--- config.mk ---
export PLATFORM = sky130hd
export DESIGN_NAME = de1_message_rotator
export DESIGN_NICKNAME = d
export VERILOG_FILES = /design/src/rtl/de1_pkg.sv /design/src/rtl/tick_prescaler.sv /design/src/rtl/de1_message_rotator.sv
export SDC_FILE = /design/constraint.sdc
export NUM_CORES = 1
export LEC_CHECK = 0
export BUFFER_PORTS_ARGS = -buffer_cell sky130_fd_sc_hd__clkbuf_2
export CAP_MARGIN = 25
export CORE_MARGIN = 2
export CORE_UTILIZATION = 54
export CTS_BUF_LIST = sky130_fd_sc_hd__clkbuf_8
export DETAILED_ROUTE_END_ITERATION = 12
export MAX_ROUTING_LAYER = met4
export PLACE_DENSITY_LB_ADDON = 0.25
export SLEW_MARGIN = 25
export SYNTH_ARGS = -nofsm -noshare
export SYNTH_HDL_FRONTEND = slang
export SYNTH_HIERARCHICAL = 1
export SYNTH_SLANG_ARGS = --single-unit
--- constraint.sdc ---
create_clock -name clk -period 2.2 [get_ports clk]
set_input_delay 0.22 -clock clk [delete_from_list [all_inputs] [get_ports clk]]
set_output_delay 0.22 -clock clk [all_outputs]
set_load 0.01 [all_outputs]
--- src/rtl/de1_pkg.sv ---
// Shared constants for the "dE1" message rotator.
// Character codes, rotation directions and the reset message builder.
package de1_pkg;

  localparam logic [1:0] CHAR_D     = 2'b00;
  localparam logic [1:0] CHAR_E     = 2'b01;
  localparam logic [1:0] CHAR_1     = 2'b10;
  localparam logic [1:0] CHAR_BLANK = 2'b11;

  localparam logic DIR_LEFT  = 1'b0;
  localparam logic DIR_RIGHT = 1'b1;

  localparam int MAX_DISP = 32;

  // "dE1" on the leftmost displays, blanks elsewhere.
  // Result is MAX_DISP wide; callers keep the low 2*n bits.
  function automatic logic [2*MAX_DISP-1:0] reset_msg(input int n);
    logic [2*MAX_DISP-1:0] m;
    m = '1;
    for (int i = 0; i < MAX_DISP; i++) begin
      if (i == n - 1)
        m[2*i +: 2] = CHAR_D;
      else if (i == n - 2)
        m[2*i +: 2] = CHAR_E;
      else if (i == n - 3)
        m[2*i +: 2] = CHAR_1;
    end
    return m;
  endfunction

endpackage

--- src/rtl/tick_prescaler.sv ---
// Free-running divider producing one advance tick per TICK_DIV enabled cycles.
// Count holds while disabled; clr restarts it from zero.
module tick_prescaler #(
  parameter int TICK_DIV = 50_000_000
) (
  input  logic clk,
  input  logic resetn,
  input  logic en,
  input  logic clr,
  output logic tick
);

  localparam int CW = (TICK_DIV > 2) ? $clog2(TICK_DIV) : 1;
  localparam logic [CW-1:0] LAST = CW'(TICK_DIV - 1);

  logic [CW-1:0] cnt;

  assign tick = en & ~clr & (cnt == LAST);

  // Count 0..TICK_DIV-1 while enabled, wrap at the end.
  always_ff @(posedge clk) begin
    if (!resetn)
      cnt <= '0;
    else if (clr)
      cnt <= '0;
    else if (en)
      cnt <= (cnt == LAST) ? '0 : cnt + 1'b1;
  end

endmodule

--- src/rtl/de1_message_rotator.sv ---
// Rotates the "dE1" message across a bank of seven-segment decoders.
// Automatic (prescaled) or manual step-key rotation; load replaces it.
module de1_message_rotator
  import de1_pkg::*;
#(
  parameter int NUM_DISP = 4,
  parameter int TICK_DIV = 50_000_000
) (
  input  logic                        clk,
  input  logic                        resetn,
  input  logic                        run,
  input  logic                        dir,
  input  logic                        step,
  input  logic                        load,
  input  logic [2*NUM_DISP-1:0]       load_data,
  output logic [2*NUM_DISP-1:0]       codes,
  output logic                        shifted,
  output logic [$clog2(NUM_DISP)-1:0] pos
);

  localparam int W  = 2 * NUM_DISP;
  localparam int PW = $clog2(NUM_DISP);

  localparam logic [2*MAX_DISP-1:0] RST_FULL =
    reset_msg(NUM_DISP);
  localparam logic [W-1:0] RST_MSG = RST_FULL[W-1:0];
  localparam logic [PW-1:0] PMAX = PW'(NUM_DISP - 1);

  logic          tick;
  logic          step_q;
  logic          adv;
  logic [W-1:0]  codes_nx;
  logic [PW-1:0] pos_nx;

  tick_prescaler #(
    .TICK_DIV (TICK_DIV)
  ) u_presc (
    .clk    (clk),
    .resetn (resetn),
    .en     (run),
    .clr    (load),
    .tick   (tick)
  );

  // Load wins: a coincident advance is dropped.
  assign adv = ~load & (tick | (step & ~step_q & ~run));

  // Next message and rotation count.
  always_comb begin
    codes_nx = codes;
    pos_nx   = pos;
    unique case (1'b1)
      load: begin
        codes_nx = load_data;
        pos_nx   = '0;
      end
      adv && (dir == DIR_LEFT): begin
        codes_nx = {codes[W-3:0], codes[W-1:W-2]};
        pos_nx   = (pos == PMAX) ? '0 : pos + 1'b1;
      end
      adv && (dir == DIR_RIGHT): begin
        codes_nx = {codes[1:0], codes[W-1:2]};
        pos_nx   = (pos == '0) ? PMAX : pos - 1'b1;
      end
      default: ;
    endcase
  end

  // Registered code bus, pos, shift pulse and step history.
  always_ff @(posedge clk) begin
    if (!resetn) begin
      codes   <= RST_MSG;
      pos     <= '0;
      shifted <= 1'b0;
      step_q  <= 1'b0;
    end else begin
      codes   <= codes_nx;
      pos     <= pos_nx;
      shifted <= adv;
      step_q  <= step;
    end
  end

endmodule

==> summary by stage <==
Clock tree
The root buffer cell is sky130_fd_sc_hd__clkbuf_8. Clock tree synthesis inserted a total of 5 buffers. In this run, post-CTS hold repair placed 0 buffers. Clock-pin slew was measured on the worst setup and hold paths at roughly 0.070 ns. The clock net sink count is 38. The later-pin clock latency in the skew report is 0.29 ns. The H-tree depth is 2. After clock tree synthesis, the setup repair step added 0 buffers. TritonCTS built the clock tree. The maximum clock insertion buffer count is 2. The post-cts sizing count is 0.

Hold path
The worst hold-check path type is in2reg.

Detailed routing
In the detailed route, the total length drawn on met2 is roughly 1900 um. After detailed routing, the number of vias per cell comes to 5.844. The amount of wire on met3 after detailed routing is about 160 um. The highest metal layer used by the detailed router is met4.

The detailed router finished its first iteration with slightly below 70 violations. Wires add up to about 4100 um. The count of nets left with antenna violations after detail routing is 0. The total via count after detailed routing is about 1800. The per-cell routed wire length is between 10 and 15 um.

The wire length on met1 is 2000 um. After detailed routing, the number of remaining DRC violations is 0. Before antenna repair, the detailed router went through 4 iterations.

Setup path
The beginning of the critical path is u_presc/cnt[14]. The critical path goes through nand4b_1, or4_4, nor4_2, buf_4, o22ai_2, a221oi_2. The family with the most delay on the worst path is simple AND/OR/NAND/NOR gates.

The worst register-to-register path begins at u_presc/cnt[14]. The type of element launching the critical path is a register. Among all stages on the critical path, the largest delay is contributed by sky130_fd_sc_hd__or4_4. In this run the number of cells on the critical path is 6.

The depth of the worst register-to-register path is 6. In this run the worst setup path terminates at pos[0]. STA classifies the critical path endpoint as a register. Together, buffers and inverters on the worst path number 1.

The end of the worst register-to-register path is pos[0]. The largest fanout of any net on the critical path is 15. The worst endpoint required time is around 2.4 ns. The flop-to-flop setup slack is ~0.24 ns.

On the worst path, the slowest cell contributes a delay of 0.47 ns. The kind of critical path is reg2reg. At the worst endpoint, the arrival time is 2.17 ns.

Synthesis
Counting flops with a built-in enable in the synthesized netlist gives 0. Of all cell types, the one taking the most synthesized area is sky130_fd_sc_hd__dfxtp_1. Counting flops with an async set or reset pin after synthesis yields a share of 0%.

Sequential cells were found to cover between 30% and 40% of the synthesized design area. The number of different library cells used by synthesis comes to 45. Of the post-synthesis cell area, the dominant cell type holds a little over a third.

For this run, the leading register cell type out of synthesis is sky130_fd_sc_hd__dfxtp_1. The synthesized design contains 38 register bits. The number of instances in the synthesized netlist is 230.

The synthesized net count is about 250. The Yosys step of the flow raised 6 warnings. Ranked by total cell area, the synthesized netlist is headed by sky130_fd_sc_hd__dfxtp_1, sky130_fd_sc_hd__buf_6, sky130_fd_sc_hd__xor2_1. The total standard cell area after synthesis is 2093 um^2. The average instance area after synthesis is between 9 and 10 um^2.

Finish
The post-route netlist has 19.37% of its cells at a drive strength greater than 1. In the layout the commonest cells are sky130_fd_sc_hd__dfxtp_1, sky130_fd_sc_hd__clkbuf_2, sky130_fd_sc_hd__nand2_1, sky130_fd_sc_hd__nand3_1, sky130_fd_sc_hd__nor2_1. The final net count is around 270.

After filler insertion, the fill cell instance count of the layout stands at 349. Leaving out fill and tap cells, the most frequent cell in the layout is sky130_fd_sc_hd__dfxtp_1. The number of cells in the finished layout apart from fillers is between 300 and 400.

The area growth from synthesis to layout is 10.88%. 0 antenna diodes ended up in the layout.

Timing
Setup repair after global routing left no endpoint under its margin. In this run the tightest slew margin relative to its limit is between 60% and 70%. The tightest hold margin is around 0.14 ns. The number of max-slew violations in the final report is 0.

The post-route clock period utilization is 88.92%. The clock period could shrink to roughly 2 ns. The worst path meets setup with approximately 0.24 ns of slack. The setup TNS is 0 ns. The final setup skew is roughly 0.0029 ns.

Setup violations remaining at the end of the flow were counted as 0. The number of hold violations in the final report was 0. The slew at the pin closest to its max-slew limit is ~0.58 ns. Static timing analysis puts the maximum clock frequency at approximately 0.5 GHz.

Run status
The flow ran to the end, and the final reports show no timing, DRC or antenna violations.

Die
For this configuration, the core starts out at a cell density of 56.75%. For this design the top-level I/O count stands at 25. The full die area is roughly 4400 um^2. The vertical die dimension is about 66 um. The core region is 3689 um^2. In this run the horizontal extent of the chip is between 60 and 70 um. In this run the core area contains 22 standard-cell rows.

Place
The placement-stage worst setup slack is roughly 0.21 ns. The number of buffer cells added on primary ports is 24. At the end of routability-driven placement, the weighted congestion stood at 0.7537.

Once detailed placement completed, the half-perimeter wirelength came to around 2900 um. The cell total after placement is slightly below 300.

Pwr
The cell area power density is 621.2 nW/um^2. Across the VDD grid, the largest voltage drop is ~0.54 mV. The standby leakage power is around 0.83 nW.

Global routing
The via count of the first global-routing pass is ~1600. The global-route congestion overflow total is 0. The wire length of the first global-routing pass is just over 7000 um. The all-layer global routing usage is between 20 and 25%. The initial antenna violation count is 0. The pin count of the biggest net entering global routing is 21.

Run
The number of violations of the max-capacitance limit is 0.
[how the worst min path moves through the flow]
stage	slack, ns	from	endpoint	cells past startpoint
final	0.14	step	step_q	2
after CTS	0.13	step	step_q	2
after floorplan	0.35	step	step_q	1
after global placement	0.44	load_data[1]	codes[1]	3
after detailed placement	0.45	step	step_q	2
after global routing	0.14	step	step_q	2
[report_power, final]
part / switching [mW] / leakage (nW) / total, mW / internal [mW]
Sequential: 0.0150 / 0.309 / 0.718 / 0.703
Clock: 0.246 / 0.0573 / 0.609 / 0.363
Combinational: 0.0617 / 0.461 / 0.115 / 0.0533
[flip-flops by register name, summed over array words and instances (netlist names)]
name	cells
codes	8
pos	2
shifted	1
step_q	1
u_presc/cnt	26
[routing by layer]
layer	vias up	global-route usage [%]
met2	38	33.88
met5	-	-
li1	898	-
met4	0	9.184
met1	818	26.88
met3	5	5.111
[layout make-up]
cell class                 instances  area, um^2  area share [%]
multi-input combinational        174        1211           52.18
tap                               48       60.06           2.588
sequential                        38       760.7           32.78
clock buffer                       6       82.58           3.558
clock inverter                     1       30.03           1.294
inverter                           5       18.77          0.8086
timing repair buffer              29       157.7           6.792
[logic make-up after synthesis]
group | synth area share, %
AOI/OAI and AO/OA | 16.74
buffers and inverters | 6.217
and+or+nand+nor | 28.33
muxes | 4.543
DFF | 36.34
xor gates and xnor gates | 5.439
adders and majority gates | 2.391
[worst register-to-register path, delay by kind of cell (launching register included)]
family          cells  cell delay [ns]
compound gates      2             0.38
buf+inv             1             0.24
flops               1             0.40
simple gates        3             0.86
[per-stage QoR]
stage	cell area, um^2	util, %	total power [mW]
global placement	2206	59.80	0.8470
detailed placement	2206	59.80	0.8471
floorplan	2093	-	0.8125
CTS	2318	62.86	1.456
global route	2321	62.92	1.503
finish	2321	62.92	1.442
[Yosys cell counts (3+ instances only)]
master,number
sky130_fd_sc_hd__buf_6,7
sky130_fd_sc_hd__nor4_1,3
sky130_fd_sc_hd__and4_1,4
sky130_fd_sc_hd__xor2_1,9
sky130_fd_sc_hd__nor2_1,14
sky130_fd_sc_hd__o311ai_1,4
sky130_fd_sc_hd__xnor2_1,4
sky130_fd_sc_hd__and2_1,3
sky130_fd_sc_hd__inv_1,5
sky130_fd_sc_hd__nand3b_1,4
sky130_fd_sc_hd__nand2_1,17
sky130_fd_sc_hd__o21a_1,6
sky130_fd_sc_hd__nor3_1,6
sky130_fd_sc_hd__and3_1,5
sky130_fd_sc_hd__or3_1,5
sky130_fd_sc_hd__nand4_1,5
sky130_fd_sc_hd__or4_1,5
sky130_fd_sc_hd__o31ai_1,8
sky130_fd_sc_hd__nand3_1,15
sky130_fd_sc_hd__o211ai_1,8
sky130_fd_sc_hd__a21oi_1,12
sky130_fd_sc_hd__ha_1,4
sky130_fd_sc_hd__dfxtp_1,38
sky130_fd_sc_hd__o21ai_0,5
sky130_fd_sc_hd__mux2i_1,5
sky130_fd_sc_hd__mux2_1,4
(Power assumes the default switching activity.)
